<file path="src/rtl/text_buffer_arbiter.sv">
// Character buffer for the OLED text engine: 4 rows x 16 columns of bytes.
// Two requesters share the single write port through round-robin arbitration.
// A clear sequencer fills the whole buffer with FILL_CHAR.
// Reads are combinational and never stall.
//
// state | meaning
// ------+---------------------------------------------------------------
// IDLE  | arbitrate write requests; clearReq starts a sweep
// CLEAR | write FILL_CHAR to cell clrCnt each cycle, 64 cycles in total
module text_buffer_arbiter #(
    parameter logic [7:0] FILL_CHAR      = 8'd32,
    parameter bit         CLEAR_ON_RESET = 1'b1
) (
    input  logic       clk,
    input  logic       resetn,
    input  logic [5:0] charAddress,
    output logic [7:0] charOutput,
    input  logic       req0,
    input  logic [5:0] addr0,
    input  logic [7:0] data0,
    output logic       gnt0,
    input  logic       req1,
    input  logic [5:0] addr1,
    input  logic [7:0] data1,
    output logic       gnt1,
    input  logic       clearReq,
    output logic       busy
);

    typedef enum logic {
        IDLE  = 1'b0,
        CLEAR = 1'b1
    } state_t;

    state_t     state;
    logic [5:0] clrCnt;
    logic       lastGnt;
    logic [7:0] mem [64];

    logic       elig0;
    logic       elig1;
    logic       grant0;
    logic       grant1;
    logic       memWe;
    logic [5:0] memAddr;
    logic [7:0] memData;

    // Text engine read port: straight through, same cycle.
    assign charOutput = mem[charAddress];

    // Arbitration and write-port selection. A requester granted last cycle
    // is not eligible, so a held request never collects two grants in a row.
    always_comb begin
        grant0  = 1'b0;
        grant1  = 1'b0;
        memWe   = 1'b0;
        memAddr = clrCnt;
        memData = FILL_CHAR;
        elig0   = req0 & ~gnt0;
        elig1   = req1 & ~gnt1;
        case (state)
            IDLE: begin
                if (!clearReq) begin
                    if (elig0 && elig1) begin
                        grant0 = lastGnt;
                        grant1 = ~lastGnt;
                    end else begin
                        grant0 = elig0;
                        grant1 = elig1;
                    end
                end
                if (grant0) begin
                    memWe   = 1'b1;
                    memAddr = addr0;
                    memData = data0;
                end else if (grant1) begin
                    memWe   = 1'b1;
                    memAddr = addr1;
                    memData = data1;
                end
            end
            CLEAR: begin
                memWe = 1'b1;
            end
            default: begin
                memWe = 1'b0;
            end
        endcase
    end

    // Sequencer state, registered grants and the buffer itself. The buffer
    // has no reset value; keeping it in this block means no cell is written
    // while reset is held, so its contents survive a reset.
    always_ff @(posedge clk or negedge resetn) begin
        if (!resetn) begin
            state   <= CLEAR_ON_RESET ? CLEAR : IDLE;
            busy    <= CLEAR_ON_RESET;
            gnt0    <= 1'b0;
            gnt1    <= 1'b0;
            clrCnt  <= 6'd0;
            lastGnt <= 1'b1;
        end else begin
            gnt0 <= grant0;
            gnt1 <= grant1;
            if (memWe) begin
                mem[memAddr] <= memData;
            end
            case (state)
                IDLE: begin
                    if (clearReq) begin
                        state  <= CLEAR;
                        clrCnt <= 6'd0;
                        busy   <= 1'b1;
                    end else if (grant0) begin
                        lastGnt <= 1'b0;
                    end else if (grant1) begin
                        lastGnt <= 1'b1;
                    end
                end
                CLEAR: begin
                    clrCnt <= clrCnt + 6'd1;
                    if (clrCnt == 6'd63) begin
                        state <= IDLE;
                        busy  <= 1'b0;
                    end
                end
                default: begin
                    state <= IDLE;
                    busy  <= 1'b0;
                end
            endcase
        end
    end

endmodule
</file>
<file path="config.mk">
export PLATFORM = sky130hd
export DESIGN_NAME = text_buffer_arbiter
export DESIGN_NICKNAME = d
export VERILOG_FILES = /design/src/rtl/text_buffer_arbiter.sv
export SDC_FILE = /design/constraint.sdc
export NUM_CORES = 1
export LEC_CHECK = 0
export ABC_CLOCK_PERIOD_IN_PS = 3100
export BUFFER_PORTS_ARGS = -buffer_cell sky130_fd_sc_hd__buf_2
export CAP_MARGIN = 5
export CORE_MARGIN = 4
export CORE_UTILIZATION = 40
export CTS_BUF_LIST = sky130_fd_sc_hd__clkbuf_16
export DETAILED_ROUTE_END_ITERATION = 6
export PLACE_DENSITY = 0.6
export SYNTH_ARGS = -nofsm -noshare
export SYNTH_HDL_FRONTEND = slang
export SYNTH_SLANG_ARGS = --single-unit
</file>
<file path="constraint.sdc">
create_clock -name clk -period 3.1 [get_ports clk]
set_clock_uncertainty 0.2 [all_clocks]
set_input_delay 0.62 -clock clk [delete_from_list [all_inputs] [get_ports clk]]
set_output_delay 0.62 -clock clk [all_outputs]
set_load 0.01 [all_outputs]
</file>
==> results of run 1 <==
## metrics by stage
stage | instance area [sq um] | power, mW | setup WS [ns]
4_1_cts | 26800 | 17.2 | -0.339
5_1_grt | 26800 | 17.8 | -0.377
6_report | 26800 | 17.1 | -0.305
2_1_floorplan | 21400 | 9.65 | -0.137
3_5_place_dp | 24700 | 10.7 | -0.953
3_3_place_gp | 24700 | 10.7 | -0.883
## tightest hold or removal path, delay by kind of cell
kind                   cells  cell delay, ns
buffers and inverters      2            0.19
and+or+nand+nor            2            0.16
## power groups by stage
stage          clock, mW  combinational (mW)  sequential (mW)
2_1_floorplan          0                1.46             8.19
3_3_place_gp           0                2.48             8.22
3_5_place_dp           0                2.51             8.23
4_1_cts             6.56                2.59             8.09
5_1_grt             6.90                2.76             8.10
6_report            6.45                2.59             8.08
## synth_stat cells (3+ instances only)
cell,instances,area (sq um)
a2111oi_0,5,43.8
a211oi_1,3,22.5
a21oi_1,12,60.1
a22o_1,11,96.3
a22oi_1,5,37.5
buf_1,7,26.3
buf_2,24,120
buf_6,7,78.8
clkbuf_1,22,82.6
dfrtp_1,8,200
dfstp_2,3,78.8
edfxtp_1,512,15400
mux2_2,4,45.0
mux2i_1,9,90.1
mux4_2,134,3020
nand2_1,12,45.0
nand2b_1,8,50.1
nand3_1,5,25.0
nand4_1,3,18.8
nor2_1,56,210
nor2_2,3,18.8
nor2b_1,9,56.3
nor3_1,24,120
o211ai_1,6,45.0
o21a_1,7,52.6
o21ai_0,18,90.1
o221ai_1,11,96.3
o22a_1,3,26.3
o22ai_1,18,113
o41ai_1,5,43.8
or2_2,7,43.8
or3_1,4,25.0
or4_1,8,60.1
## flip-flops by register name, indices dropped and copies added (netlist names)
signal   cells
lastGnt      1
mem        512
clrCnt       6
gnt0         1
state        1
gnt1         1
busy         1
## cells by family (layout without fill, tap and decap cells)
kind of cell | Yosys count | count (layout)
AOI/OAI and AO/OA | 114 | 114
xor gates and xnor gates | 2 | 2
adders and majority gates | 1 | 1
buffers and inverters | 63 | 368
DFF | 523 | 523
muxes | 147 | 147
and+or+nand+nor | 155 | 155
## final cells by class
class / instances / share of cell area (%)
clock inverter: 44 / 1.55
tap: 680 / 3.17
sequential: 523 / 58.3
clock buffer: 54 / 5.04
timing repair buffer: 268 / 11.2
inverter: 2 / 0.0560
multi-input combinational: 419 / 20.7
## layer usage
layer	up-vias	track usage (%)	wire length (um)
met5	-	0	11
met4	2	4.54	1130
met3	81	3.58	3070
met2	355	29.8	24800
met1	5814	25.6	21200
li1	4786	-	-
## timing repair
action / 4_1_cts / 5_1_grt
pin swaps: 7 / 6
setup endpoints to repair: 8 / 59
resized for setup: 56 / 4
setup buffers: 4 / 2
hold endpoints to repair: 11 / 0
gates cloned: 4 / 0
hold buffers: 1 / 0
## worst max path at each step
stage	from	end	cells after the start
4_1_cts	mem[38][1]$_DFFE_PP_	charOutput[1]	7
5_1_grt	mem[38][1]$_DFFE_PP_	charOutput[1]	7
3_5_place_dp	charAddress[0]	charOutput[7]	7
3_3_place_gp	charAddress[0]	charOutput[7]	7
2_1_floorplan	req0	mem[0][6]$_DFFE_PP_	5
6_report	mem[38][1]$_DFFE_PP_	charOutput[1]	7
==> out/qor.yml, run 1 <==
antenna_found_initial: 1
grt_max_degree: 65
path_clk_slew_ns: 0.06
synth-edff-count: 512
seq_area_sq_mm: 0.0157
worstHoldStart: "clearReq"
pwr-share-comb_pct: 15.1
p_sw_share_pct: 24.7
ant_nets: 0
grt_first_pass_wirelength_mm: 76.1
synth-simple-area-share_pct: 3.88
r2r_cells: 10
reg2reg_to: "mem[29][6]$_DFFE_PP_"
cts_made_buffers: 54
grt_pass1_vias: 11600
p_switching_mw: 4.22
drv_cap: 0
yosysWarnings: 0
seq_area_frac_synth_pct: 75.2
min_to: "busy$_DFFE_PN1P_"
setup_ws_ns: -0.305
r2r-start: "state$_DFF_PN1_"
min_path_cells: 4
slowest_delay_ns: 0.50
synthArstFlopShare_pct: 2.10
cts-root-buf: "clkbuf_16"
final_cell_mix: "edfxtp_1 (512), buf_4 (135), mux4_2 (134)"
synth_area_sq_mm: 0.0208
slew_headroom_pct: 70.7
drc_errors: 0
internal-power_mw: 12.9
synth-xor-area-share_pct: 0.0842
synth_mux_area_share_pct: 15.2
cts_tree: "yes"
wl_per_cell_um: 25.2
powerDensity_mw_per_mm2: 638
dp_hpwl_mm: 32.6
start_kind: "flip-flop"
syn_inst: 1005
final_common_cell: "edfxtp_1"
insertedDiodeCount: 0
dr.pass1.iters: 6
ys_types: 57
totalWireLength_mm: 50.2
drv_slew: 0
power_frac_seq_pct: 47.2
p_leak_nw: 9.28
gp_congestion: 0.802
fin_crit_sh_pct: 110
rsz0062_at_grt: "yes"
fillers: 3995
start_util_pct: 40.5
synth_top_flop_cell: "edfxtp_1"
outcome: "finished, violations left"
synth-compound-area-share_pct: 3.99
crit_required_ns: 2.28
grt_use_total_pct: 18.3
multi_input_area_sq_mm: 0.00555
cp-end-kind: "primary output"
die_area_sq_mm: 0.0557
numPortBuffers: 49
final_util_pct: 52.2
grt_overflow_total: 0
pwr-share-clk_pct: 37.7
holdWs_ns: 0.211
critical_path.top_delay_family: "compound AO/OA/AOI/OAI gates"
mappedNetlistNets: 1045
flow.area_growth_from_synthesis_pct: 29.0
layout-drive-gt1-share_pct: 46.2
die-width_um: 236
finalHoldViolCount: 0
fp.dieH_um: 236
routed_via_density: 5.55
fmax_mhz: 294
cts_buffer_depth: 3
htree_levels: 2
synth_top_family_by_area: "multiplexers"
max_slew.worst_pin.slew_ns: 0.434
first_iter_violations: 839
vias: 11000
reg2reg_slack_ns: 0.16
synth-adder-area-share_pct: 0.0601
hp-class: "in -> reg"
numClockSinks: 523
finalSetupTns_ns: -1.43
critical_path_class: "reg -> out"
violations: "setup timing"
syn_area_per_cell_sq_um: 20.7
cp_max_fo: 1
rows: 83
cp_cell_sequence: "mux4_2, nor2b_4, a211oi_4, a21oi_2, o211ai_1, o21ai_2, buf_2"
period_minus_slack_ns: 3.40
worstPathArrival_ns: 2.58
insertion_delay_ns: 0.60
cp_slowest_cell: "mux4_2"
ir_drop_uv: 435
setup_viol: 8
io_pins: 50
coreArea_sq_mm: 0.0514
final_cells: 1990
synth-seq-cells: 523
fin_nets: 1308
cp_num_buf_inv: 1
dp.cells: 1888
(Power assumes the default switching activity.)
==> run 2: changes to the inputs <==
- CORE_MARGIN: 4 -> 5
==> out/qor.yml, run 2 (same netlist as run 1, synthesis figures left out) <==
outcome: "finished, violations left"
violations: "setup timing"
drv_cap: 0  # unchanged
dp.cells: 1872  # -0.85%
fp.dieH_um: 238  # +0.85%
ant_nets: 0  # unchanged
cts_buffer_depth: 3  # unchanged
powerDensity_mw_per_mm2: 624  # -2.2%
flow.area_growth_from_synthesis_pct: 28.1
routed_via_density: 5.45  # -1.8%
htree_levels: 2  # unchanged
insertion_delay_ns: 0.59  # about the same
power_mw: 16.6  # -2.9%
setup_ws_ns: -0.410  # -0.105 ns
period_minus_slack_ns: 3.51  # +0.105 ns
p_sw_share_pct: 25.3  # +0.68 points
reg.largest.list: "mem: 512 flops, clrCnt: 6 flops"
fin_crit_sh_pct: 113  # +3.4 points
dp_hpwl_mm: 32.4  # -0.85%
power_frac_seq_pct: 48.6  # +1.4 points
drv_slew: 0  # unchanged
internal-power_mw: 12.4  # -3.8%
first_iter_violations: 843  # +0.48%
max_slew.worst_pin.slew_ns: 0.573  # +0.139 ns
cts_made_buffers: 53  # -1.9%
seq_area_sq_mm: 0.0157  # unchanged
drc_errors: 0  # unchanged
hp-class: "in -> reg"
largest_reg_flops: 512  # unchanged
cts_tree: "yes"
vias: 10800  # -1.9%
layout-drive-gt1-share_pct: 46.2  # about the same
insertedDiodeCount: 0  # unchanged
p_leak_nw: 9.19  # -0.94%
grt_max_degree: 65  # unchanged
dr.pass1.iters: 5  # -1
grt_pass1_vias: 11400  # -1.5%
numClockSinks: 523  # unchanged
regMostFlops: "mem"
final_area_sq_mm: 0.0266  # -0.73%
pre_cts_ws_ns: -0.559  # +0.393 ns
path_clk_slew_ns: 0.06  # about the same
pwr-share-clk_pct: 35.8  # -1.9 points
worstPathArrival_ns: 2.69  # +0.11 ns
p_switching_mw: 4.21  # -0.27%
final_cell_mix: "edfxtp_1 (512), mux4_2 (134), buf_4 (133)"
pwr-share-comb_pct: 15.7  # +0.6 points
coreArea_sq_mm: 0.0514  # unchanged
fmax_mhz: 285  # -3.0%
rsz0062_at_grt: "yes"
io_pins: 50  # unchanged
fin_nets: 1306  # -0.15%
numPortBuffers: 49  # unchanged
start_kind: "flip-flop"
totalWireLength_mm: 49.0  # -2.5%
rows: 83  # unchanged
final_cells: 1989  # -0.050%
cts-root-buf: "clkbuf_16"
wl_per_cell_um: 24.6  # -2.4%
crit_required_ns: 2.28  # about the same
cp-end-kind: "primary output"
finalHoldViolCount: 0  # unchanged
gp_congestion: 0.790  # -1.5%
start_util_pct: 40.5  # unchanged
antenna_found_initial: 0  # -1
grt_use_total_pct: 17.5  # -0.76 points
slew_headroom_pct: 61.8  # -9.0 points
place_area_sq_mm: 0.0246  # -0.33%
ir_drop_uv: 402  # -7.6%
grt_first_pass_wirelength_mm: 74.2  # -2.6%
multi_input_area_sq_mm: 0.00557  # +0.34%
grt_overflow_total: 0  # unchanged
cp_max_fo: 1  # unchanged
critical_path_class: "reg -> out"
fillers: 4048  # +1.3%
die-width_um: 238  # +0.85%
holdWs_ns: 0.216  # +0.00519 ns
final_common_cell: "edfxtp_1"
setup_viol: 8  # unchanged
die_area_sq_mm: 0.0567  # +1.7%
-- run 2: cell type report --
| class | instances | share of cell area (%) |
|---|---|---|
| Sequential cell | 523 | 58.8 |
| Multi-Input combinational cell | 419 | 20.9 |
| Timing Repair Buffer | 267 | 11.0 |
| Clock buffer | 55 | 5.17 |
| Tap cell | 680 | 3.19 |
| Clock inverter | 43 | 0.911 |
| Inverter | 2 | 0.0564 |
-- run 2: timing repair --
item	in CTS	in global routing
gates resized for setup	58	7
setup buffers	13	4
pin swaps	8	4
setup endpoints to repair	8	19
endpoints found under the hold margin	11	0
hold buffers	1	0
cloned	1	0
-- run 2: worst max-delay path: stages (launching register included) --
cell	delay, ns
edfxtp_1	0.38
mux4_2	0.53
nor2b_4	0.15
a211oi_2	0.15
buf_4	0.15
a21oi_2	0.03
o211ai_1	0.32
o21ai_1	0.19
buf_2	0.18
-- run 2: power by group through the flow --
stage | Sequential [mW] | Combinational [mW] | Clock (mW)
2_1_floorplan | 8.19 | 1.46 | 0
3_3_place_gp | 8.21 | 2.51 | 0
3_5_place_dp | 8.22 | 2.54 | 0
4_1_cts | 8.08 | 2.61 | 6.10
5_1_grt | 8.09 | 2.75 | 6.40
6_report | 8.07 | 2.60 | 5.95
-- run 2: layer usage --
metal | wire [um] | global-route usage, % | vias up
met5 | 0 | 0 | -
met4 | 909 | 4.52 | 0
met3 | 2720 | 2.74 | 65
met2 | 24300 | 28.8 | 314
met1 | 21100 | 24.8 | 5659
li1 | - | - | 4793
-- run 2: stage by stage --
step,TNS (ns),utilization (%)
floorplan,-26.22,-
global placement,-40.14,47.9
detailed placement,-47.26,47.9
CTS,-2.17,51.7
global route,-2.44,51.8
finish,-1.97,51.8
-- run 2: worst paths after layout --
kind / startpoint / endpoint / slack (ns) / depth (start not counted)
max: mem[36][1]$_DFFE_PP_ / charOutput[1] / -0.41 / 8
min: clearReq / busy$_DFFE_PN1P_ / 0.22 / 4
max reg2reg: lastGnt$_DFFE_PN1P_ / mem[4][5]$_DFFE_PP_ / 0.12 / 8
min reg2reg: busy$_DFFE_PN1P_ / busy$_DFFE_PN1P_ / 0.29 / 2
max in group asynchronous: resetn / busy$_DFFE_PN1P_ / 2.16 / 3
min in group asynchronous: resetn / gnt0$_DFF_PN0_ / 0.29 / 3
